### config.mk
export PLATFORM = sky130hd
export DESIGN_NAME = ex_stage
export DESIGN_NICKNAME = d
export VERILOG_FILES = /design/src/rtl/ex_stage.sv
export SDC_FILE = /design/constraint.sdc
export NUM_CORES = 1
export LEC_CHECK = 0
export ABC_AREA = 1
export BUFFER_PORTS_ARGS = -buffer_cell sky130_fd_sc_hd__buf_2
export CAP_MARGIN = 20
export CORE_UTILIZATION = 40
export CTS_CLUSTER_SIZE = 12
export DETAILED_ROUTE_END_ITERATION = 12
export PLACE_DENSITY = 0.72
export SLEW_MARGIN = 20
export SYNTH_ARGS = -nofsm -noshare
export SYNTH_HDL_FRONTEND = slang
export SYNTH_SLANG_ARGS = --single-unit
export TNS_END_PERCENT = 50
### constraint.sdc
create_clock -name clock -period 5.2 [get_ports clock]
set_input_delay 0.52 -clock clock [delete_from_list [all_inputs] [get_ports clock]]
set_output_delay 0.52 -clock clock [all_outputs]
set_load 0.05 [all_outputs]
### src/rtl/ex_stage.sv
// ex_stage: execute stage between the ID/EX and EX/MEM pipeline registers.
// It resolves rs/rt forwarding from MEM and WB, selects operand 2 and the
// destination register, computes the ALU result, and registers everything
// into EX/MEM.
// Define EX_MULDIV_EN to build the iterative multiplier, the HI/LO
// registers and the stall logic. Without it, mult/multu/mfhi/mflo are NOPs.
module ex_stage (
    input  logic        clock,
    input  logic        reset,
    input  logic [31:0] pc_in,
    input  logic [31:0] instr_in,
    input  logic [31:0] data_in_1,
    input  logic [31:0] data_in_2,
    input  logic [31:0] sextend_in,
    input  logic [31:0] zeroext_in,
    input  logic [4:0]  rs_in,
    input  logic [4:0]  rt_in,
    input  logic [4:0]  rd_in,
    input  logic [1:0]  op2_src_in,
    input  logic        reg_dst_in,
    input  logic        reg_write_in,
    input  logic        mem_reg_dst_in,
    input  logic        mem_write_in,
    input  logic        jal_in,
    input  logic        mem_fwd_we,
    input  logic [4:0]  mem_fwd_reg,
    input  logic [31:0] mem_fwd_data,
    input  logic        wb_fwd_we,
    input  logic [4:0]  wb_fwd_reg,
    input  logic [31:0] wb_fwd_data,
    output logic [31:0] alu_out,
    output logic [31:0] store_data_out,
    output logic [4:0]  write_reg_out,
    output logic        reg_write_out,
    output logic        mem_reg_dst_out,
    output logic        mem_write_out,
    output logic        stall_out
);

    localparam logic [5:0] OP_RTYPE = 6'h00, OP_ADDI = 6'h08, OP_ADDIU = 6'h09,
                           OP_SLTI  = 6'h0A, OP_ANDI = 6'h0C, OP_ORI   = 6'h0D,
                           OP_XORI  = 6'h0E, OP_LUI  = 6'h0F, OP_LW    = 6'h23,
                           OP_SW    = 6'h2B;
    localparam logic [5:0] F_SLL  = 6'h00, F_SRL  = 6'h02, F_SRA  = 6'h03,
                           F_MFHI = 6'h10, F_MFLO = 6'h12, F_MULT = 6'h18,
                           F_MULTU = 6'h19, F_ADD = 6'h20, F_ADDU = 6'h21,
                           F_SUB  = 6'h22, F_AND  = 6'h24, F_OR   = 6'h25,
                           F_XOR  = 6'h26, F_NOR  = 6'h27, F_SLT  = 6'h2A;

    logic [5:0]  opcode, funct;
    logic [4:0]  shamt, dest;
    logic        is_rtype, is_mult, is_mf, stall, kill_write;
    logic [31:0] rs_val, rt_val, op2, result;
    logic        unused_instr_bits;

    assign opcode   = instr_in[31:26];
    assign funct    = instr_in[5:0];
    assign shamt    = instr_in[10:6];
    assign is_rtype = (opcode == OP_RTYPE);
    assign is_mult  = is_rtype && (funct == F_MULT || funct == F_MULTU);
    assign is_mf    = is_rtype && (funct == F_MFHI || funct == F_MFLO);
    // Register indices arrive decoded on their own ports.
    assign unused_instr_bits = ^instr_in[25:16];

    // Forwarding: MEM beats WB, writes to register 0 never forward.
    // NOTE: every combinational output gets a default first so no latch is inferred.
    always_comb begin
        rs_val = data_in_1;
        if (mem_fwd_we && mem_fwd_reg != 5'd0 && mem_fwd_reg == rs_in)
            rs_val = mem_fwd_data;
        else if (wb_fwd_we && wb_fwd_reg != 5'd0 && wb_fwd_reg == rs_in)
            rs_val = wb_fwd_data;
        rt_val = data_in_2;
        if (mem_fwd_we && mem_fwd_reg != 5'd0 && mem_fwd_reg == rt_in)
            rt_val = mem_fwd_data;
        else if (wb_fwd_we && wb_fwd_reg != 5'd0 && wb_fwd_reg == rt_in)
            rt_val = wb_fwd_data;
    end

    // Operand 2 and destination register selection.
    always_comb begin
        case (op2_src_in)
            2'd0:    op2 = rt_val;
            2'd1:    op2 = sextend_in;
            2'd2:    op2 = zeroext_in;
            default: op2 = 32'd0;
        endcase
        if (jal_in)          dest = 5'd31;
        else if (reg_dst_in) dest = rd_in;
        else                 dest = rt_in;
    end

`ifdef EX_MULDIV_EN
    typedef enum logic {IDLE = 1'b0, BUSY = 1'b1} state_t;

    state_t      state;
    logic [4:0]  count;
    logic [31:0] mcand, hi, lo, rs_mag, rt_mag;
    logic [63:0] prod, step_prod, final_prod;
    logic [32:0] step_sum;
    logic        neg, signed_op;

    assign signed_op  = (funct == F_MULT);
    assign rs_mag     = (signed_op && rs_val[31]) ? 32'd0 - rs_val : rs_val;
    assign rt_mag     = (signed_op && rt_val[31]) ? 32'd0 - rt_val : rt_val;
    assign stall      = (state == BUSY) && (is_mult || is_mf);
    assign kill_write = is_mult;

    // One shift-add iteration: add multiplicand into the upper half when the
    // current multiplier bit is set, then shift the whole product right.
    always_comb begin
        step_sum   = {1'b0, prod[63:32]} + (prod[0] ? {1'b0, mcand} : 33'd0);
        step_prod  = {step_sum, prod[31:1]};
        final_prod = neg ? 64'd0 - step_prod : step_prod;
    end

    // Multiplier control: latch magnitudes on start, 32 iterations, then HI/LO.
    // NOTE: sequential state uses non-blocking assignments only.
    always_ff @(posedge clock) begin
        if (reset) begin
            state <= IDLE;
            count <= 5'd0;
            mcand <= 32'd0;
            prod  <= 64'd0;
            neg   <= 1'b0;
            hi    <= 32'd0;
            lo    <= 32'd0;
        end else begin
            case (state)
                IDLE: if (is_mult) begin
                    state <= BUSY;
                    count <= 5'd0;
                    mcand <= rs_mag;
                    prod  <= {32'd0, rt_mag};
                    neg   <= signed_op && (rs_val[31] ^ rt_val[31]);
                end
                BUSY: begin
                    prod  <= step_prod;
                    count <= count + 5'd1;
                    if (count == 5'd31) begin
                        {hi, lo} <= final_prod;
                        state    <= IDLE;
                    end
                end
                default: state <= IDLE;
            endcase
        end
    end
`else
    assign stall      = 1'b0;
    assign kill_write = is_mult || is_mf;
`endif

    assign stall_out = stall;

    // ALU result; jal overrides the opcode decode.
    always_comb begin
        result = 32'd0;
        if (jal_in) begin
            result = pc_in + 32'd4;
        end else if (is_rtype) begin
            case (funct)
                F_ADD, F_ADDU: result = rs_val + op2;
                F_SUB:         result = rs_val - op2;
                F_AND:         result = rs_val & op2;
                F_OR:          result = rs_val | op2;
                F_XOR:         result = rs_val ^ op2;
                F_NOR:         result = ~(rs_val | op2);
                F_SLT:         result = {31'd0, $signed(rs_val) < $signed(op2)};
                F_SLL:         result = rt_val << shamt;
                F_SRL:         result = rt_val >> shamt;
                F_SRA:         result = $unsigned($signed(rt_val) >>> shamt);
`ifdef EX_MULDIV_EN
                F_MFHI:        result = hi;
                F_MFLO:        result = lo;
`endif
                default:       result = 32'd0;
            endcase
        end else begin
            case (opcode)
                OP_ADDI, OP_ADDIU: result = rs_val + op2;
                OP_SLTI:           result = {31'd0, $signed(rs_val) < $signed(op2)};
                OP_ANDI:           result = rs_val & op2;
                OP_ORI:            result = rs_val | op2;
                OP_XORI:           result = rs_val ^ op2;
                OP_LUI:            result = {instr_in[15:0], 16'h0};
                OP_LW, OP_SW:      result = rs_val + op2;
                default:           result = 32'd0;
            endcase
        end
    end

    // EX/MEM register; a stall inserts a bubble.
    always_ff @(posedge clock) begin
        if (reset || stall) begin
            alu_out         <= 32'd0;
            store_data_out  <= 32'd0;
            write_reg_out   <= 5'd0;
            reg_write_out   <= 1'b0;
            mem_reg_dst_out <= 1'b0;
            mem_write_out   <= 1'b0;
        end else begin
            alu_out         <= result;
            store_data_out  <= rt_val;
            write_reg_out   <= dest;
            reg_write_out   <= reg_write_in && !kill_write;
            mem_reg_dst_out <= mem_reg_dst_in;
            mem_write_out   <= mem_write_in;
        end
    end

endmodule
## Word-level counts from Yosys, hierarchy flattened

Index checks and enable logic that the tools add are counted.

- Add/sub/neg operators: 3
- Magnitude comparators: 1
- Equality and inequality tests: 29
- Shift operators: 3
- Multiplexer cells: 11
- Bitwise operators: 4
- Reduce and logical (&&, ||, !) cells: 20

Operator list:

| kind | count |
|---|---|
| $pmux 32 s10 | 1 |
| $mux 32 | 6 |
| $pmux 32 s6 | 1 |
| $pmux 32 s3 | 1 |
| $eq 6x6->1 const B | 10 |
| $eq 6x4->1 const B | 7 |
| $add 32x3->32 const B | 1 |
| $add 32x32->32 | 1 |
| $and 32x32->32 | 1 |
| $lt 32x32->1 | 1 |
| $not 32->32 | 1 |
| $or 32x32->32 | 1 |
| $shl 32x5->32 | 1 |
| $shr 32x5->32 | 1 |
| $sshr 32x5->32 | 1 |
| $sub 32x32->32 | 1 |
| $xor 32x32->32 | 1 |
| $eq 6x5->1 const B | 4 |
| $eq 5x5->1 | 4 |
| $eq 6x2->1 const B | 2 |
| $logic_not 6->1 | 2 |
| $mux 5 | 2 |
| $reduce_bool 5->1 | 2 |
| $logic_and 1x1->1 | 9 |
| 7 further kinds | 9 |

- Register bits after elaboration: 72
- Logic and storage cells: 77

## Logic depth before layout (Yosys ltp)

- Depth after elaboration: 11
- Depth in mapped cells: 34
- Mapped depth without buffers: 33

## Worst setup path after synthesis

OpenSTA, ideal clock, no wires.

- Path type: input -> register
- Start point: in wb_fwd_reg[3]
- End point: reg alu_out[8]
- Library setup time: 130 ps
- Data arrival time: 3883 ps
- Data required time: 5070 ps
- Setup slack: 1187 ps
- Stages: 20
- Path buffers: 1
- Path through: xor2_1 nor4_1 nand2_1 inv_2 buf_1 o211ai_1 o21ai_0 ha_1 inv_1 fa_1 o31ai_2 inv_1 o21ai_1 a21oi_1 xor2_1 a211oi_1 nand2_1 nand3b_1 nand2_1 a21oi_1

- Word-level cells in the longest chain between the ends: 11
- Elaborated cells between the ends (all ways): 24
- Classes of those cells: add/sub (2); eq/ne (2); shift (3); mux (9); bitwise (4); reduce/logical (4)

Ends and longest elaborated chain:

| element | line | RTL |
|---|---|---|
| start: declaration | 29 | `input logic [4:0] wb_fwd_reg,` |
| branches (longest 9 deep; another with $sub 32x32->32) | - |  |
| $mux 32 * | 161 | `end else if (is_rtype) begin` |
| $mux 32 * | 159 | `if (jal_in) begin` |
| end signal: assignment | 203 | `alu_out <= result;` |
| end: declaration | 31 | `output logic [31:0] alu_out,` |

Mark *: on every way between the ends.
A chain may end at the register's enable or synchronous reset.

## Worst setup path after layout

- Start point: in mem_fwd_reg[1]
- End point: reg alu_out[28]

- Word-level cells in the longest chain between the ends: 10
- Elaborated cells between the ends (all ways): 22
- Classes of those cells: add/sub (2); eq/ne (2); shift (3); mux (7); bitwise (4); reduce/logical (4)

Ends and longest elaborated chain:

| element | line | RTL |
|---|---|---|
| start: declaration | 26 | `input logic [4:0] mem_fwd_reg,` |
| branches (longest 8 deep; another with $sub 32x32->32) | - |  |
| $mux 32 * | 161 |  |
| $mux 32 * | 159 |  |

Marked as above.

==> results.yml <==
sta:
  period_share: 0.929
  slew_headroom: 0.218
  worst_slew_pin_slew_ns: 1.17
  finalSetupViolCount: 0
  max_freq_mhz: 207
  final.setup.tns_ns: 0
  final_hold_viol_count: 0
  hold_ws_ns: 0.328
  slew_violations: 0
  rsz0062_at_grt: "false"
  setup_ws_ns: 0.370
  min_period_ns: 4.83
synthesis:
  synth_xor_area_frac: 0.0364
  synth_fa_ha_area_frac: 0.0801
  synth-main-ff-cell: "dfxtp_1"
  avgSynthCellArea_um2: 5.41
  yosys.area_share.simple: 0.403
  yosysTopAreaCell: "nand2_1"
  syn_nets: 3372
  synth_compound_area_frac: 0.238
  synth_area_leaders: "nand2_1 16%, nand3_1 15%, inv_1 10%, dfxtp_1 8.9%, ha_1 7.8%"
  synth-seq-cells: 72
  synth-edff-count: 0
  synthesis.area_um2: 16100
  synth.area.mux_share: 0.000698
  async_reset_ff_frac: 0
  ys_types: 66
  syn_inst: 2978
  synth_top_family_by_area: "simple AND/OR/NAND/NOR gates"
  synth_top_area_frac: 0.160
  yosys_warnings: 0
  ys_seq_area_frac: 0.0894
critical_path:
  path_depth: 22
  crit_start: "mem_fwd_reg[1]"
  cp-endpoint: "alu_out[28]$_SDFF_PP0_"
  start_kind: "input port"
  critPathRequiredTime_ns: 5.45
  crit_type: "input port to register"
  crit_path_end_kind: "register"
  arrival_ns: 5.08
  path_buf_inv: 6
  crit_top_cell: "nand2_1"
  crit_path_cell_trace: "buf_2, xor2_1, nor3_1, nand4_1, buf_12, buf_4, o21ai_0, inv_1, ha_1, inv_1, a21oi_1, o21ai_0, nor3_1, nand2_1, o21ai_0, nand2_1, inv_1, nand4_1, nand2_1, nand2_1, nand2_1, a21oi_1"
  cpLargestDelayFamily: "compound AO/OA/AOI/OAI gates"
  cp_max_fo: 24
  max_stage_delay_ns: 0.89
  crit_path_top_delay_cell: "o21ai_0"
clock_network:
  cts_made_buffers: 9
  clkTransAtPathRegs_ns: 0.07
  cts_setup_buffers: 0
  cts_tree: "yes"
  cts_max_path_buffers: 2
  cts_root_buf: "clkbuf_16"
  htree_levels: 3
  clock-sinks: 72
pwr:
  p_leak_nw: 10.6
  power.density_nw_per_um2: 176
  irDropWorstVdd_mv: 0.190
  power_mw: 3.52
layout:
  final_cell_mix: "686 x nand2_1, 472 x nand3_1, 439 x inv_1"
  multiInputGateArea_um2: 12300
  drive_gt1_frac: 0.198
  final_cells: 3952
  fillCellCount: 4476
  nets: 3812
  final_common_cell: "nand2_1"
  regArea_um2: 1440
  areaGrowthSynthToFinish_pct: 24.0
global_routing:
  antenna_found_initial: 6
  grt_remaining_overflow: 0
  grt_max_degree: 59
  grt_use_total: 0.445
  grt_pass1_vias: 21700
  grt_pass1_wl_um: 135000
placed_design:
  portBuffers: 353
  place_hpwl_um: 77300
  dp_cells: 3932
  preCtsSetupSlack_ns: 0.167
  gp_congestion: 1.08
job:
  max_cap_viol_count: 0
die:
  die_h_um: 203
  core_area_um2: 39700
  die_w_um: 203
  row_count: 73
  ios: 365
  dieArea_um2: 41100
  start_util: 0.406
route:
  viasPerCell: 5.84
  routed_wl_um: 93300
  drt_iter0_markers: 2982
  vias: 23100
  dr.pass1.iters: 8
  drcViolationCount: 0
  wire_per_inst_um: 23.6
  ant_nets: 0
min_path:
  hold_class: "input port to register"
run_status:
  status: "finished, final reports clean"
==> cells by family after synthesis <==
family / Yosys count
xor+xnor: 67
mux: 1
simple gates: 1471
fa+ha+maj: 102
other cells: 1
compound gates: 643
flops: 72
buf+inv: 621
==> metrics by stage <==
step | cell area (µm²) | util
global route | 20000 | 0.503
detailed placement | 19700 | 0.496
global placement | 19700 | 0.496
floorplan | 16100 | -
finish | 20000 | 0.503
CTS | 20000 | 0.503
==> worst min-delay path by stage <==
stage | startpoint | endpoint | depth (start not counted)
final | mem_write_in | mem_write_out$_SDFF_PP0_ | 3
after floorplan | mem_reg_dst_in | mem_reg_dst_out$_SDFF_PP0_ | 2
after detailed placement | mem_reg_dst_in | mem_reg_dst_out$_SDFF_PP0_ | 3
after CTS | mem_write_in | mem_write_out$_SDFF_PP0_ | 3
after global placement | mem_reg_dst_in | mem_reg_dst_out$_SDFF_PP0_ | 3
after global routing | mem_write_in | mem_write_out$_SDFF_PP0_ | 3
==> state kept, by name, summed over array words and instances, names as in the netlist <==
signal and count:
mem_write_out 1, alu_out 32, mem_reg_dst_out 1, reg_write_out 1, write_reg_out 5, store_data_out 32
==> metal layers <==
metal,vias to the layer above,part of all wire,routed length [µm],GRT usage
met5,-,0.00028,26,0
met4,4,0.081,7540,0.320
met3,308,0.12,10900,0.0941
met2,1521,0.41,38600,0.674
met1,10400,0.39,36200,0.557
li1,10800,-,-,-
==> cells in the mapped netlist, drive strengths merged, types with 10 or more instances <==
library cell and instances:
buf 74, clkbuf 88, o22ai 55, nor2 203, a211oi 17, o21ai 261
nand2 692, o211ai 47, xnor2 10, dfxtp 72, inv 455, ha 100
a2111oi 22, nor3 33, nand3 483, xor2 57, a21oi 160, nor4 13
a221oi 23, nand3b 11, nand4 24
==> cell type report <==
cell class | instances | share of cell area
antenna | 4 | 0.000501
clock inverter | 6 | 0.00219
inverter | 459 | 0.0863
clock buffer | 10 | 0.0114
sequential | 72 | 0.0721
timing repair buffer | 591 | 0.182
tap | 525 | 0.0328
multi-input combinational | 2285 | 0.613
==> timing repair <==
action	in CTS	in global routing
hold buffers	0	0
gates resized for setup	0	1
setup endpoints to repair	0	1
==> report_power, final <==
part	leakage [nW]	internal [mW]	switching [mW]
Clock	0.133	0.325	0.310
Combinational	9.85	0.749	1.54
Sequential	0.599	0.587	0.00915
==> tightest hold or removal path: cells and delay by family <==
| family | cells | cell delay, ns |
|---|---|---|
| buf+inv | 2 | 0.13 |
| simple gates | 1 | 0.03 |
Note: power is estimated with default switching activity, not from simulation.
